<file path="src/rtl/dac_sample_sched.sv">
// dac_sample_sched
//
// Schedules DAC updates at a fixed sample period. It buffers words from the
// serial-to-parallel front end in a small FIFO and releases one word to the
// R2R output register every div+1 clock cycles. Because of the buffer, the
// DAC update timing does not depend on when the words arrive over SPI.
//
// Handshake: in_valid qualifies in_data for exactly one cycle, and there is
// no ready. A word that arrives while the FIFO is full and nothing is popped
// in that cycle is dropped, and overflow pulses on the following cycle.
// In IDLE, and in any cycle with en low, the FIFO is flushed and incoming
// words are discarded silently.
//
// Ports:
//   clk, rst_n   clock, asynchronous active-low reset
//   en           scheduler enable (level)
//   div          sample period minus 1, in clk cycles; sampled at reload only
//   in_data      word from the front end, qualified by in_valid
//   in_valid     one-cycle pulse qualifying in_data
//   dac_out      registered DAC code (midscale after reset)
//   dac_strobe   one-cycle pulse in the cycle dac_out shows a new word
//   fifo_level   words currently buffered (post-update)
//   overflow     one-cycle pulse: an incoming word was dropped
//   underrun     one-cycle pulse: a sample tick found the FIFO empty
//   busy         high while in PRIME or RUN
//   underrun_cnt saturating underrun count; present only when the macro
//                DAC_UNDERRUN_CNT_EN is defined, and cleared in IDLE
module dac_sample_sched #(
  parameter int D_W   = 8,
  parameter int DEPTH = 4,
  parameter int DIV_W = 16
) (
  input  logic                     clk,
  input  logic                     rst_n,
  input  logic                     en,
  input  logic [DIV_W-1:0]         div,
  input  logic [D_W-1:0]           in_data,
  input  logic                     in_valid,
  output logic [D_W-1:0]           dac_out,
  output logic                     dac_strobe,
  output logic [$clog2(DEPTH):0]   fifo_level,
  output logic                     overflow,
  output logic                     underrun,
  output logic                     busy
`ifdef DAC_UNDERRUN_CNT_EN
  ,
  output logic [7:0]               underrun_cnt
`endif
);

  localparam int PW = $clog2(DEPTH);
  localparam logic [PW:0] LVL_FULL = (PW+1)'(DEPTH);
  localparam logic [PW:0] LVL_HALF = (PW+1)'(DEPTH/2);

  localparam logic [1:0] S_IDLE  = 2'd0;
  localparam logic [1:0] S_PRIME = 2'd1;
  localparam logic [1:0] S_RUN   = 2'd2;

  logic [1:0]       state;
  logic [1:0]       state_nxt;
  logic [DIV_W-1:0] cnt;
  logic [D_W-1:0]   mem [DEPTH];
  logic [PW-1:0]    wr_ptr;
  logic [PW-1:0]    rd_ptr;

  logic flush;
  logic tick;
  logic pop;
  logic push;
  logic drop;

  // A tick that coincides with en falling is still serviced. Only the FIFO
  // contents are flushed in that same cycle.
  always_comb begin
    flush = (state == S_IDLE) || !en;
    tick  = (state == S_RUN) && (cnt == '0);
    pop   = tick && (fifo_level != '0);
    // At full, a simultaneous pop frees the slot that this write takes.
    push  = in_valid && !flush && ((fifo_level < LVL_FULL) || pop);
    drop  = in_valid && !flush && (fifo_level == LVL_FULL) && !pop;
  end

  always_comb begin
    state_nxt = state;
    if (!en) begin
      state_nxt = S_IDLE;
    end else begin
      case (state)
        S_IDLE:  state_nxt = S_PRIME;
        S_PRIME: if (fifo_level >= LVL_HALF) state_nxt = S_RUN;
        S_RUN:   if (tick && !pop) state_nxt = S_PRIME;
        default: state_nxt = S_IDLE;
      endcase
    end
  end

  always_ff @(posedge clk or negedge rst_n) begin
    if (!rst_n) begin
      state      <= S_IDLE;
      busy       <= 1'b0;
      dac_out    <= {1'b1, {(D_W-1){1'b0}}};
      dac_strobe <= 1'b0;
      underrun   <= 1'b0;
      overflow   <= 1'b0;
    end else begin
      state      <= state_nxt;
      busy       <= (state_nxt != S_IDLE);
      dac_strobe <= pop;
      underrun   <= tick && !pop;
      overflow   <= drop;
      if (pop) dac_out <= mem[rd_ptr];
    end
  end

  // The period counter loads div when RUN is entered and at every tick.
  // A change to div in the middle of a period therefore applies only from
  // the next period.
  always_ff @(posedge clk or negedge rst_n) begin
    if (!rst_n) begin
      cnt <= '0;
    end else if (!en || state == S_IDLE) begin
      cnt <= '0;
    end else if (state == S_PRIME) begin
      if (fifo_level >= LVL_HALF) cnt <= div;
    end else if (state == S_RUN) begin
      if (tick) cnt <= div;
      else      cnt <= cnt - 1'b1;
    end
  end

  always_ff @(posedge clk or negedge rst_n) begin
    if (!rst_n) begin
      wr_ptr     <= '0;
      rd_ptr     <= '0;
      fifo_level <= '0;
    end else if (flush) begin
      wr_ptr     <= '0;
      rd_ptr     <= '0;
      fifo_level <= '0;
    end else begin
      if (push) wr_ptr <= wr_ptr + 1'b1;
      if (pop)  rd_ptr <= rd_ptr + 1'b1;
      if (push && !pop)      fifo_level <= fifo_level + 1'b1;
      else if (pop && !push) fifo_level <= fifo_level - 1'b1;
    end
  end

  // The storage array has no reset. Reads are gated by fifo_level, so a
  // location is never read before it has been written.
  always_ff @(posedge clk) begin
    if (push) mem[wr_ptr] <= in_data;
  end

`ifdef DAC_UNDERRUN_CNT_EN
  always_ff @(posedge clk or negedge rst_n) begin
    if (!rst_n) begin
      underrun_cnt <= '0;
    end else if (state == S_IDLE) begin
      underrun_cnt <= '0;
    end else if (tick && !pop && underrun_cnt != 8'hFF) begin
      underrun_cnt <= underrun_cnt + 8'd1;
    end
  end
`endif

endmodule

</file>
<file path="config.mk">
export PLATFORM = sky130hd
export DESIGN_NAME = dac_sample_sched
export DESIGN_NICKNAME = d
export VERILOG_FILES = /design/src/rtl/dac_sample_sched.sv
export SDC_FILE = /design/constraint.sdc
export NUM_CORES = 1
export LEC_CHECK = 0
export CELL_PAD_IN_SITES_DETAIL_PLACEMENT = 1
export CELL_PAD_IN_SITES_GLOBAL_PLACEMENT = 2
export CORE_MARGIN = 2
export CORE_UTILIZATION = 37
export CTS_CLUSTER_SIZE = 25
export DETAILED_ROUTE_END_ITERATION = 10
export PLACE_DENSITY = 0.82
export SLEW_MARGIN = 20
export SYNTH_ARGS = -nofsm -noshare
export SYNTH_HDL_FRONTEND = slang
export SYNTH_SLANG_ARGS = --single-unit
</file>
<file path="constraint.sdc">
create_clock -name clk -period 3.9 [get_ports clk]
set_input_delay 0.78 -clock clk [delete_from_list [all_inputs] [get_ports clk]]
set_output_delay 0.78 -clock clk [all_outputs]
set_load 0.01 [all_outputs]
</file>
## Word-level counts from Yosys, hierarchy flattened

Memory sizes are Yosys's and may differ from the RTL's. A register that Yosys moved wholly into a read port is not among the register bits.
Cells that the tools add are included.

| operators by class | value |
|---|---|
| $add $sub $neg | 5 |
| magnitude comparators | 2 |
| eq/ne operators | 4 |
| muxes and demuxes | 18 |
| reductions and logical operators | 25 |

Operator list:

| cell | number |
|---|---|
| $mux 16 | 5 |
| $logic_not 16->1 | 1 |
| $sub 16x1->16 const B | 1 |
| $mux 2 | 7 |
| $logic_and 1x1->1 | 9 |
| $mux 3 | 3 |
| $reduce_bool 3->1 | 3 |
| $pmux 2 s3 | 1 |
| $reduce_bool 2->1 | 3 |
| $logic_not 1->1 | 5 |
| $add 2x1->2 const B | 2 |
| $add 3x1->3 const B | 1 |
| $eq 3x3->1 const B | 1 |
| $ge 3x2->1 const B | 1 |
| $lt 3x3->1 const B | 1 |
| $ne 3x3->1 const B | 1 |
| $sub 3x1->3 const B | 1 |
| $eq 2x1->1 const B | 1 |
| $eq 2x2->1 const B | 1 |
| $logic_not 2->1 | 1 |
| $logic_or 1x1->1 | 2 |
| $mux 1 | 2 |
| $reduce_and 2->1 | 1 |

| storage, ports and cells | value |
|---|---|
| register bits after elaboration | 29 |
| bits in writable memories | 32 |
| input port bits | 28 |
| output and inout bits | 15 |
| word-level logic and storage cells | 64 |
| memories kept | 1 |

Memories:

| name | words | width | read ports | clocked after Yosys merged registers in | write ports | RTL line | text |
|---|---|---|---|---|---|---|---|
| mem | 4 | 8 | 1 | 1 | 1 | 62 | `logic [D_W-1:0] mem [DEPTH];` |

## Logic depth before layout (Yosys ltp)

| logic depth | value |
|---|---|
| word-level depth | 10 |
| gate-level depth with buffers | 9 |
| mapped depth without buffers | 9 |

## Worst setup path after synthesis

No wires, ideal clock.

| path | value |
|---|---|
| path type | reg-to-reg |
| start | register cnt[12] |
| end | register fifo_level[2] |
| data arrival time | 2,566 ps |
| required time | 3,776 ps |
| slack | 1,210 ps |
| stages on the path, launching flop included | 9 |
| path buffers | 1 |
| clock period less this slack | 2,690 ps |
| cells stage by stage | dfrtp_1 > or3_4 > or4_4 > buf_6 > o31a_1 > fa_1 > nor2b_1 > and2_1 > o31a_1 |

| on the way | value |
|---|---|
| cells in the longest elaborated chain, start to end | 8 |
| elaborated cells on any way between the ends | 12 |
| those cells by class | mux: 2; reduce/logical: 10 |

RTL lines:

| what | RTL line | text |
|---|---|---|
| start, declared | 61 | `logic [DIV_W-1:0] cnt;` |
| start signal, assigned | 124 | `if (fifo_level >= LVL_HALF) cnt <= div;` |
| start signal, assigned | 126 | `if (tick) cnt <= div;` |
| start signal, assigned | 127 | `else cnt <= cnt - 1'b1;` |
| $logic_not 16->1 * | 76 | `tick = (state == S_RUN) && (cnt == '0);` |
| $logic_and 1x1->1 * | 76 |  |
| $logic_and 1x1->1 * | 77 | `pop = tick && (fifo_level != '0);` |
| $logic_or 1x1->1 | 79 | `push = in_valid && !flush && ((fifo_level < LVL_FULL) \|\| pop);` |
| $logic_and 1x1->1 | 79 |  |
| $logic_and 1x1->1 or $logic_not 1->1 (tied branches) | 143, 144 |  |
| $mux 3 or $logic_and 1x1->1 (tied branches) | 143, 144 |  |
| $mux 3 or $reduce_bool 3->1 (tied branches) | -- |  |
| end signal, assigned | 143 | `if (push && !pop) fifo_level <= fifo_level + 1'b1;` |
| end signal, assigned | 144 | `else if (pop && !push) fifo_level <= fifo_level - 1'b1;` |
| end, declared | 41 | `output logic [$clog2(DEPTH):0] fifo_level,` |

Mark *: on every way between the ends. The rest lies on a longest branch, timed or not.
A chain may end at the register's enable or synchronous reset.

## Worst setup path in the final report

| path | value |
|---|---|
| start | register cnt[7] |
| end | register fifo_level[2] |

The elaborated chain is that of the path after synthesis.

==> flow_metrics.tcl <==
set metrics [dict create \
    status "completed" \
    tightest_slew_ps 990.7 \
    ys_warn_count 0 \
    critPathRequiredTime_ps 4140 \
    regToRegSetupSlack_ps 930 \
    synth_cell_types 51 \
    hold_class "register to register" \
    finClkSkew_ps 4.988 \
    routedWlPerCell_um 17.98 \
    synth_edf_count 32 \
    first_iter_violations 94 \
    drc 0 \
    cts_buffer_depth 2 \
    power_leakage_nw 1.583 \
    start_util_pct 37.82 \
    fin_ws_ps 934.2 \
    die_x_um 98.18 \
    drive_above_1_share_pct 14.66 \
    path_clk_slew_ps 80 \
    cts_tree "done" \
    cts_made_buffers 9 \
    rsz0062_at_grt "false" \
    cts_resized 0 \
    finalHoldViolations 0 \
    fin_nets 337 \
    gp_congestion 0.7289 \
    crit_type "register to register" \
    die-area_mm2 0.009639 \
    seq_area_mm2 0.001888 \
    first_pass_iters 4 \
    crit_start "cnt[7]" \
    syn_area_per_cell_um2 12.72 \
    finalWirelength_um 7461 \
    max_freq_ghz 0.3372 \
    rows 34 \
    cts_max_level 3 \
    slew_headroom_pct 33.66 \
    power_w 0.001478 \
    vias_per_cell 5.378 \
    end_kind "register" \
    num_io_pins 43 \
    r2r-end "fifo_level[2]" \
    fin_crit_ps 2966 \
    n_antenna_cell 0 \
    die_h_um 98.18 \
    multiInputGateArea_mm2 0.001306 \
    endpoint "fifo_level[2]" \
    postCtsSetupBuffers 0 \
    hold_buffers 0 \
    grt_max_degree 38 \
    gr-total-overflow 0 \
    synth_async_sr_flop_share_pct 53.62 \
    synthFlopType "dfrtp_1" \
    drv_slew 0 \
    fin_crit_sh_pct 76.05 \
    dp_hpwl_um 5173 \
    grt_use_total_pct 16.35 \
    worst_r2r_path_depth 7 \
    timing.rr.start "cnt[7]" \
    worstPathArrival_ps 3200 \
    n_fill_cell 933 \
    area_delta_synth_final_pct 21.54 \
    setup_viol 0 \
    setup.worst_path.start_class "register" \
    clock_sinks 69 \
    antenna_found_initial 0 \
    antenna_left 0 \
    post-place-ws_ps 918.1 \
    coreArea_mm2 0.008678 \
    final_common_cell "clkdlybuf4s50_1" \
    clock_latency_ps 350 \
    hold_path_depth 1 \
    syn_area_mm2 0.003282 \
    root_buffer "clkbuf_8" \
    final_cell_mix "clkdlybuf4s50_1 (41), dfrtp_1 (36), edfxtp_1 (32)" \
    vias 2232 \
    power_density_mw_per_mm2 370.5 \
    grt_pass1_wl_um 12210 \
    synth-seq-cells 69 \
    grt_pass1_vias 2349 \
    worstPathMaxFanout 9 \
    yosysSeqAreaShare_pct 57.53 \
    drv_cap 0 \
    final.setup.tns_ps 0 \
    synthesis.nets 293 \
    peakVddDrop_uv 133.0 \
    io_buffers 42 \
    netlist_instances 258 \
]
-- sequential cells by signal (all words and copies together), names as in the netlist --
register,flops
mem,32
cnt,16
dac_out,8
fifo_level,3
rd_ptr,2
state,2
wr_ptr,2
busy,1
dac_strobe,1
overflow,1
underrun,1
-- Yosys cell counts, types with 2 or more instances --
cell / n / area share [%]
o22ai_1: 2 / 0.38
o21a_1: 4 / 0.92
o31a_1: 2 / 0.53
nor3_1: 17 / 2.6
o311ai_0: 2 / 0.53
nor4_1: 7 / 1.3
inv_1: 8 / 0.92
nor2_1: 16 / 1.8
buf_1: 2 / 0.23
nor3b_1: 3 / 0.69
o21ai_0: 16 / 2.4
mux4_2: 8 / 5.5
nand3_1: 2 / 0.31
nand2_1: 10 / 1.1
a21oi_1: 3 / 0.46
nor2b_1: 2 / 0.38
mux2_2: 8 / 2.7
ha_1: 6 / 2.3
edfxtp_1: 32 / 29
o2bb2ai_1: 9 / 2.4
mux2i_1: 12 / 3.7
xnor2_1: 2 / 0.53
and2_1: 6 / 1.1
and3_1: 3 / 0.57
clkbuf_1: 6 / 0.69
dfrtp_1: 36 / 27
or3_1: 2 / 0.38
buf_2: 3 / 0.46
a211o_1: 3 / 0.80
o211ai_1: 3 / 0.69
nand4_1: 3 / 0.57
-- per-layer routing --
metal	track usage (%)	vias up	share of wire, %
li1	-	1066	-
met1	22.67	1120	47
met2	25.71	41	49
met3	4.510	5	3.3
met4	4.110	0	1.0
met5	0	-	0
-- final cells by class --
type | count | area share [%]
clock buffer | 10 | 3.450
clock inverter | 6 | 1.161
inverter | 8 | 0.7528
multi-input combinational | 168 | 32.75
sequential | 69 | 47.33
tap | 108 | 3.388
timing repair buffer | 46 | 11.17
-- critical path: stages (launching register included) --
cell and delay [ps]:
dfrtp_1 450, nor4_1 500, nand4_1 480, o31a_1 460
fa_1 390, nor2b_1 150, and2_1 160, o31a_1 270
-- cell families (layout without fill, tap and decap cells) --
family	after synthesis	after routing	share of synthesized area, %
simple gates	79	79	12.92
flops	69	69	57.53
compound gates	51	51	11.02
mux	29	29	12.24
buf+inv	21	70	2.859
fa+ha+maj	7	7	2.897
xor+xnor	2	2	0.5338
-- stage by stage --
stage | utilization, % | hold slack (ps) | instances | area (um^2)
final | 45.96 | 512.8 | 415 | 3989
after global routing | 45.96 | 527.4 | 415 | 3989
after CTS | 45.96 | 514.3 | 415 | 3989
after detailed placement | 43.84 | 495.2 | 399 | 3805
after global placement | 43.84 | 488.5 | 399 | 3805
after floorplan | - | 457.0 | 258 | 3282
-- power by group --
group	internal, W	switching, W
Combinational	0.0000703	0.0000805
Sequential	0.000774	0.0000103
Clock	0.000251	0.000292
-- worst min path at each step --
stage / slack (ps) / end / start
6_report: 510 / dac_out[2] / dac_out[2]
3_3_place_gp: 490 / dac_out[6] / dac_out[6]
5_1_grt: 530 / cnt[14] / cnt[14]
2_1_floorplan: 460 / cnt[14] / cnt[14]
3_5_place_dp: 500 / dac_out[2] / dac_out[2]
4_1_cts: 510 / dac_out[2] / dac_out[2]
Power figures use the tool's default switching activity.
==> patch, RTL diff (same flow settings) <==
The option `DAC_UNDERRUN_CNT_EN` is turned on by a define.
--- a/src/rtl/dac_sample_sched.sv
+++ b/src/rtl/dac_sample_sched.sv
@@ -25,6 +25,8 @@
 //   busy         high while in PRIME or RUN
 //   underrun_cnt saturating underrun count; present only when the macro
 //                DAC_UNDERRUN_CNT_EN is defined, and cleared in IDLE
+`define DAC_UNDERRUN_CNT_EN
+
 module dac_sample_sched #(
   parameter int D_W   = 8,
   parameter int DEPTH = 4,
Behaviour (old outputs only; new: underrun_cnt): unchanged (equiv_simple and equiv_induct, registers matched by name and starting in step).
==> patch against the unedited design <==
- combinational power increased by 11%
- design area grew 16%
- sequential cell count rose by 8
- worst setup slack improved by 170 ps
- wire length rose by 21%
- global-route usage grew 1.5 points
- synthesized area grew 15%
- power up 19%
- first-iteration DRC count down 1.1%
==> patch: results (changes against the unedited design) <==
Worst setup path
  • Type of origin of the critical path: input port
  • Slowest stage delay, CP: 470 ps (-30 ps)
  • Worst r2r path cells: 10 (+3)
  • Top Family by Delay on Critical Path: compound AO/OA/AOI/OAI gates
  • Worst path arrival time: 3070 ps (-130 ps)
  • R2R Setup Slk: 1170 ps (+240 ps)
  • Critical path origin: en

Hold path
  • HP Class: input port to asynchronous set/reset pin

Detailed routing
  • Metal-1 WL: 4060 um (+16%)
  • WL/cell: 18.1 um (+0.74%)
  • Met3 wire length: 315 um (+27%)

Run status
  • Status: finished clean

Synthesis
  • Synth cell types: 60 (+18%)
  • Syn Nets: 347 (+18%)
  • Area contributors post-synth: dfrtp_1 (29%), edfxtp_1 (25%), mux4_2 (4.8%)
  • Commonest cells in the netlist: dfrtp_1 (44), edfxtp_1 (32), nand3_1 (20), nand2_1 (19), o21ai_0 (19)
  • Ys async rst share: 0.584 (+0.0482)

Global routing
  • Met1 Usage GRT: 0.226 (-0.000264)
  • Largest net degree at the start of global routing: 28 (-26%)
  • Vias in the first global route: 3,054 (+30%)
  • Global Route Usage Sum: 0.178 (+0.0150)
  • Met2 Usage GRT: 0.303 (+0.0458)
  • First-pass GRT wire length: 15,400 um (+26%)
  • Met3 usage: 0.0349 (-0.0102)

Placed design
  • Placed Cells: 484 (+21%)
  • GPL Wtd Cong: 0.772 (+5.9%)
  • Pre-CTS setup slack: 746 ps (-172 ps)
  • Hpwl dp: 6430 um (+24%)
  • Placed inst area: 4400 um^2 (+16%)

Timing
  • Slew @ Worst Pin: 1030 ps (+34.7 ps)
  • Final Critical Period: 2800 ps (-166 ps)

Final layout
  • Top Registers: mem (32), cnt (16)
[patch: cell count changes after synthesis, moves of 5 or more]
cell / change
o2bb2ai_1: -8
nand3_1: +18
a21oi_1: +6
a221o_1: +7
nor3_1: -9
or4_1: +6
mux2i_1: -9
or3_1: +5
nand2_1: +9
dfrtp_1: +8
[patch: how the worst min path moves through the flow]
stage                from    endpoint  cells past startpoint
6_report            rst_n  dac_out[6]                      1
5_1_grt             rst_n  dac_out[6]                      1
4_1_cts             rst_n  dac_out[1]                      1
3_5_place_dp   dac_out[0]  dac_out[0]                      1
3_3_place_gp   dac_out[6]  dac_out[6]                      1
2_1_floorplan       rst_n        busy                      0
[patch: logic make-up after synthesis]
family,after synthesis,share of synthesized area
xor gates and xnor gates,2,0.00463
DFF,77,0.551
buffers and inverters,23,0.0287
adders and majority gates,8,0.0284
and+or+nand+nor,116,0.186
muxes,20,0.0823
AOI/OAI and AO/OA,65,0.119
[patch: area by class of cell]
class / count / area, um^2 / share of cell area
well taps: 133 / 166 / 0.0358
clock buffers: 9 / 124 / 0.0267
inverters: 9 / 33.8 / 0.00728
flip-flops and latches: 77 / 2090 / 0.450
clock inverters: 7 / 114 / 0.0245
multi-input cells: 211 / 1590 / 0.343
repair buffers: 54 / 526 / 0.113
[patch: power groups by stage]
stage                     combinational (mW)  clock (mW)  sequential, mW
after floorplan                       0.0909           0           0.883
after global placement                 0.165           0           0.886
after detailed placement               0.168           0           0.887
after CTS                              0.169       0.740           0.870
after global routing                   0.188       0.771           0.872
final                                  0.167       0.721           0.870
